===== src/rtl/mult_pkg.sv =====
`default_nettype none
// ============================================================================
//  Package     : mult_pkg
//  Description : State encoding and default width shared by the iteration
//                down-counter and its decrementer.
//  Revision    : 1.0 - initial release
// ============================================================================
package mult_pkg;

  // Default counter width in bits
  localparam int unsigned C_DEFAULT_N = 4;

  // Binary-encoded controller states
  typedef enum logic [1:0] {
    ST_IDLE = 2'd0,
    ST_RUN  = 2'd1,
    ST_DONE = 2'd2
  } state_t;

endpackage : mult_pkg
`default_nettype wire


===== src/rtl/dec_by1.sv =====
`default_nettype none
// ============================================================================
//  Module      : dec_by1
//  Description : Combinational borrow look-ahead decrement-by-one.
//                The borrow into each bit is the NOR of all lower bits, so
//                no ripple chain exists. bOut flags a == 0 (result wraps).
//  Revision    : 1.0 - initial release
// ============================================================================
module dec_by1 #(
  parameter int unsigned N = mult_pkg::C_DEFAULT_N
) (
  input  logic [N-1:0] a,
  output logic [N-1:0] s,
  output logic         bOut
);

  logic [N-1:0] w_brw;

  // Bit 0 always receives a borrow
  assign w_brw[0] = 1'b1;

  // Look-ahead borrow: bit i borrows only when every lower bit is zero
  for (genvar gi = 1; gi < N; gi++) begin : g_brw
    assign w_brw[gi] = ~|a[gi-1:0];
  end

  // Each result bit toggles when it receives a borrow
  for (genvar gi = 0; gi < N; gi++) begin : g_sum
    assign s[gi] = a[gi] ^ w_brw[gi];
  end

  assign bOut = ~|a;

endmodule : dec_by1
`default_nettype wire


===== src/rtl/iter_down_counter.sv =====
`default_nettype none
// ============================================================================
//  Module      : iter_down_counter
//  Description : Loadable iteration down-counter with hold. A start in IDLE
//                loads load_val and counts down to zero, then pulses done
//                for one cycle. A zero load goes straight to DONE.
//                Optional macro ITER_CNT_ABORT_EN adds an abort input that
//                cancels a running count without a done pulse.
//  Revision    : 1.0 - initial release
// ============================================================================
module iter_down_counter
  import mult_pkg::*;
#(
  parameter int unsigned N = C_DEFAULT_N
) (
  input  logic         clk,
  input  logic         rst_n,
  input  logic         start,
  input  logic [N-1:0] load_val,
  input  logic         hold,
`ifdef ITER_CNT_ABORT_EN
  input  logic         abort,
`endif
  output logic [N-1:0] count,
  output logic         busy,
  output logic         done,
  output logic         zero
);

  state_t       r_state;
  state_t       w_nstate;
  logic [N-1:0] r_count;
  logic [N-1:0] w_ncount;
  logic [N-1:0] w_dec;
  logic         w_cnt_zero;
  logic         w_abort;

`ifdef ITER_CNT_ABORT_EN
  assign w_abort = abort;
`else
  assign w_abort = 1'b0;
`endif

  // The only arithmetic on the count; bOut doubles as the zero flag
  dec_by1 #(
    .N (N)
  ) u_dec (
    .a    (r_count),
    .s    (w_dec),
    .bOut (w_cnt_zero)
  );

  // State and count registers, cleared immediately on reset
  always_ff @(posedge clk or negedge rst_n) begin
    if (!rst_n) begin
      r_state <= ST_IDLE;
      r_count <= '0;
    end else begin
      r_state <= w_nstate;
      r_count <= w_ncount;
    end
  end

  // Next-state and next-count logic
  always_comb begin
    w_nstate = r_state;
    w_ncount = r_count;
    case (r_state)
      ST_IDLE: begin
        if (start) begin
          if (|load_val) begin
            w_ncount = load_val;
            w_nstate = ST_RUN;
          end else begin
            w_ncount = '0;
            w_nstate = ST_DONE;
          end
        end
      end
      ST_RUN: begin
        if (w_abort) begin
          w_ncount = '0;
          w_nstate = ST_IDLE;
        end else if (!hold) begin
          // RUN is only entered with a non-zero count and left on reaching
          // zero, so the decrement never borrows out here
          w_ncount = w_dec;
          if (~|w_dec) begin
            w_nstate = ST_DONE;
          end
        end
      end
      ST_DONE: begin
        w_ncount = '0;
        w_nstate = ST_IDLE;
      end
      default: begin
        w_ncount = '0;
        w_nstate = ST_IDLE;
      end
    endcase
  end

  assign count = r_count;
  assign busy  = (r_state == ST_RUN);
  assign done  = (r_state == ST_DONE);
  assign zero  = w_cnt_zero;

endmodule : iter_down_counter
`default_nettype wire


===== config.mk =====
export PLATFORM = sky130hd
export DESIGN_NAME = iter_down_counter
export DESIGN_NICKNAME = d
export VERILOG_FILES = /design/src/rtl/mult_pkg.sv /design/src/rtl/dec_by1.sv /design/src/rtl/iter_down_counter.sv
export SDC_FILE = /design/constraint.sdc
export NUM_CORES = 1
export LEC_CHECK = 0
export CORE_AREA = 2 2 39 41
export DETAILED_ROUTE_END_ITERATION = 10
export DIE_AREA = 0 0 41 43
export PLACE_DENSITY = 0.73
export SETUP_SLACK_MARGIN = 0.02
export SLEW_MARGIN = 20
export SYNTH_ARGS = -nofsm -noshare
export SYNTH_HDL_FRONTEND = slang
export SYNTH_HIERARCHICAL = 1
export SYNTH_SLANG_ARGS = --single-unit

===== constraint.sdc =====
create_clock -name clk -period 2.1 [get_ports clk]
set_clock_uncertainty 0.15 [all_clocks]
set_input_delay 0.42 -clock clk [delete_from_list [all_inputs] [get_ports clk]]
set_output_delay 0.42 -clock clk [all_outputs]
set_load 0.01 [all_outputs]

# Word level (Yosys, flattened, before mapping)
# Index checks and enable logic that the tools add are counted.
# totals
elab_cells	32
regBits	6
# classes
reduce_logical	12
eq_ne	5
n_mux	9
bitwise_logic	4
# ops
cell	n
4-bit 2-to-1 mux	3
4-bit OR reduction	3
2-bit 2-to-1 mux	4
4-bit one-hot mux with 2 select lines	1
2-bit != test, second input constant	3
1-bit zero test	4
2-bit one-hot mux with 2 select lines	1
3-bit AND reduction	1
3-bit OR reduction	1
1-bit XOR	3
2-bit by 1-bit == test with 1-bit output, second input constant	1
2-bit == test, second input constant	1
2-bit zero test	1
2-bit AND reduction	1
2-bit OR reduction	1
1-bit inverter	1

# Logic depth before layout (Yosys ltp)
# logic_depth
ltp_word	7
depth_mapped	7
mapped_depth_nobuf	7

# By module
# The synthesis kept the hierarchy.
# modules_own_cells
module	instances	cells_per_inst	area_each_um2
iter_down_counter	1	35	387.9
dec_by1	1	9	60.1

# Worst setup path before layout
# OpenSTA, ideal clock, no wires.
# synth_path
kind	reg2reg
startpoint	register r_count[0] (netlist: count[0])
endpoint	register r_state[0]
stages_incl_launch_ff	8
t_arrival_ns	1.607
slack_ns	0.217
path_cell_list	dfrtp_1 inv_1 ha_1 ha_1 xor2_1 nor4_1 o32ai_2 o32a_1
# synth_between
word_cells_on_any_way	12
# synth_rtl
element	line_no	text
start: declaration	iter_down_counter.sv:32	logic [N-1:0] r_count;
start signal: assignment	iter_down_counter.sv:60	r_count <= w_ncount;
1-bit inverter (no line)	n/a	
via w_dec[0]	iter_down_counter.sv:34	logic [N-1:0] w_dec;
4-bit OR reduction	iter_down_counter.sv:88	if (~|w_dec) begin
2-bit != test (no line)	n/a	
3-bit AND reduction (no line)	n/a	
end signal: assignment	iter_down_counter.sv:59	r_state <= w_nstate;
end: declaration	iter_down_counter.sv:30	state_t r_state;
# The timed path passes the listed nets, and every way through them passes these cells.
# A chain may end at the register's enable or synchronous reset.

# Worst setup path in the final report
# layout_path
startpoint	register r_state[1]
endpoint	output port done
# layout_between
elab_chain_cells	1
# layout_lines
element	line_no	text
2-bit == test	iter_down_counter.sv:106	assign done = (r_state == ST_DONE);
end: declaration	iter_down_counter.sv:26	output logic done,
# Every way passes these cells.

==> flow_summary.yaml <==
status:
  run_status: "finished clean"
power:
  p_leak_nw: 0.311
  power_density_nw_per_um2: 1460
  vdd.ir_drop.worst_mv: 0.669
  post-layout-total-power_mw: 0.929
die:
  die_width_um: 41
  fp.dieArea_um2: 1760
  initial_cell_density_of_the_core: 0.324
  vertical_die_dimension_um: 43
  rows: 14
  fp.coreArea_um2: 1380
  boundaryPins: 15
synthesis:
  post_synth_main_area_contributors: "dfrtp_1, mux2i_1, ha_1, inv_1, mux2_2"
  sequential_element_share_of_the_synthesized_area: 0.335
  synth_cell_types: 23
  post_synthesis_cell_area_um2: 448
  synthesis.instances: 44
  postSynthRegisterBits: 6
  syn_avg_cell_area_um2: 10.2
  yosys.area.top_type: "dfrtp_1"
  syn_nets: 54
  ys_warn_count: 6
  synth_largest_type_area_fraction: 0.335
sta:
  max_freq_mhz: 505
  shortest_clock_period_the_worst_path_allows_after_layout_ns: 1.98
  timing_max_transition_violations_final: 0
  fin_crit_sh: 0.942
  relative_slew_slack: 0.806
  setup_viol: 0
  pin_slew_with_the_least_headroom_to_its_limit_ns: 0.289
  rsz0062_at_grt: "yes"
  hold_ws_ns: 0.265
  final-hold-violation-count: 0
clocking:
  cts-buffers-inserted: 3
  numClockSinks: 6
  cts_tree: "yes"
  htreeDepth: 1
  postCtsSetupRepairBufs: 0
  maximum_buffer_depth_of_the_clock_tree: 2
  root_buffer_selected_by_cts: "clkbuf_4"
  worst_skew_pair.late_latency_ns: 0.24
  clkSlewWorstSetupHoldPaths_ns: 0.04
placement:
  hpwlAfterDp_um: 719
  dpl.cell_count: 74
  gp_congestion: 0.754
  placedInstanceArea_um2: 607
  port_buffers: 14
cells_and_area:
  n_fill_cell: 133
  final_cells: 77
  area_growth_syn_to_layout_pct: 42.2
  layout-drive-gt1-share: 0.230
  post-route-util: 0.460
  antenna_cells: 0
  multiInputGateArea_um2: 265
  finish.net_count: 73
  final_design_area_no_fill_um2: 637
  seqCellArea_um2: 150
drt:
  detail_route.iter0.violations: 0
  final_routed_drc_violation_total: 0
  detail-route-antenna-nets: 0
  via_per_inst: 4.58
  post_drt_wl_per_cell_um: 10.9
  drtPass1Iterations: 1
  routed_wirelength_um: 836
  dr_total_vias: 353
setup_path:
  critPathCaptureType: "primary output"
  worst-path-buf-inv: 2
  cp_cell_sequence: "buf_4 > and2b_1 > clkdlybuf4s50_1"
  worst_r2r_endpoint: "r_state[0]$_DFFE_PN0P_"
  worst-path-max-fanout: 11
  worst_r2r_startpoint: "count[0]$_DFFE_PN0P_"
  worst_path_max_delay_cell: "clkdlybuf4s50_1"
  worst_path_largest_cell_delay_ns: 0.52
  crit_arrival_ns: 1.41
  critPathTopFamily: "buffers and inverters"
  reg2regPathDepth: 7
  setup.worst_path.start_class: "flop"
  worst_ep_required_time_ns: 1.53
  criticalPathCategory: "reg -> out"
  timing.reg2reg.setup_slack_ns: 0.17
grt:
  initial_antenna_violation_count: 0
  largest_net_degree_at_the_start_of_global_routing: 12
  grt_overflow_total: 0
  use_met3: 0.0314
  first_global_vias: 365
  groute.usage.overall: 0.129
  use_met2: 0.206
  grt_first_pass_wirelength_mm: 1.50
  grt-busiest-layer: "met2"
  global_route.usage.met1: 0.143
flow_run:
  maxCapViolCount: 0
worst_hold_path:
  min_delay_worst_type: "in -> async"
synth_stat cells, drive strengths merged:
master	instances
o32ai	1
inv	6
nand2	1
buf	2
ha	2
or3	1
nor2	4
xor2	1
or2b	1
nor2b	1
o32a	1
nor4	2
a21oi	1
mux2	3
nor3	4
mux2i	3
nor3b	2
dfrtp	6
and2b	2
state kept, by name, indices dropped and copies added, names as in the netlist:
signal and count:
count 4, r_state 2
per-layer routing:
metal	vias up	share of wire	routed length, um
met5	-	0	0
met1	164	0.41	345
met2	2	0.57	480
li1	187	-	-
met3	0	0.012	10
met4	0	0	0
logic make-up after synthesis:
family	Yosys count	synth area share
buffers and inverters	8	0.0866
AOI/OAI and AO/OA	3	0.0782
xor gates and xnor gates	1	0.0196
and+or+nand+nor	18	0.274
muxes	6	0.151
DFF	6	0.335
adders and majority gates	2	0.0559
cell usage in the layout, fill, tap and decap left out, types with 2 or more instances in the layout:
master and n:
clkdlybuf4s50_1 12, inv_1 6, dfrtp_1 6, nor2_1 4
mux2i_1 3, nor3_1 3, clkbuf_4 3, mux2_2 2
nor3b_1 2, buf_4 2, ha_1 2
how the worst max path moves through the flow:
| stage | to | start | slack, ns | depth (start not counted) |
|---|---|---|---|---|
| floorplan | r_state[0]$_DFFE_PN0P_ | count[0]$_DFFE_PN0P_ | 0.22 | 7 |
| global placement | r_state[1]$_DFFE_PN0P_ | count[0]$_DFFE_PN0P_ | 0.14 | 7 |
| detailed placement | r_state[0]$_DFFE_PN0P_ | count[0]$_DFFE_PN0P_ | 0.09 | 7 |
| CTS | busy | r_state[0]$_DFFE_PN0P_ | 0.05 | 3 |
| global route | r_state[1]$_DFFE_PN0P_ | count[0]$_DFFE_PN0P_ | -0.008 | 7 |
| finish | done | r_state[1]$_DFFE_PN0P_ | 0.12 | 3 |
power breakdown:
group	switching, mW	total (mW)	leakage (nW)	internal (mW)
clock network	0.0356	0.0998	0.0138	0.0642
logic	0.283	0.617	0.226	0.334
registers	0.0412	0.213	0.0718	0.171
total	0.359	0.929	0.311	0.570
layout make-up:
class                   count  share of cell area
multi-input cells          30               0.417
well taps                  16              0.0314
flip-flops and latches      6               0.236
clock buffers               3              0.0354
repair buffers             16               0.246
inverters                   6              0.0354
repair_timing:
item,in CTS,in global routing
hold buffers,0,0
resized for setup,1,2
endpoints found under the hold margin,0,0
endpoints found under the setup margin,1,3
stage by stage:
stage               setup slack (ns)  setup TNS [ns]
floorplan                      0.217               0
global placement               0.143               0
detailed placement            0.0863               0
CTS                           0.0489               0
global route                -0.00845        -0.00845
finish                         0.121               0
Note: power is estimated with default switching activity, not from simulation.
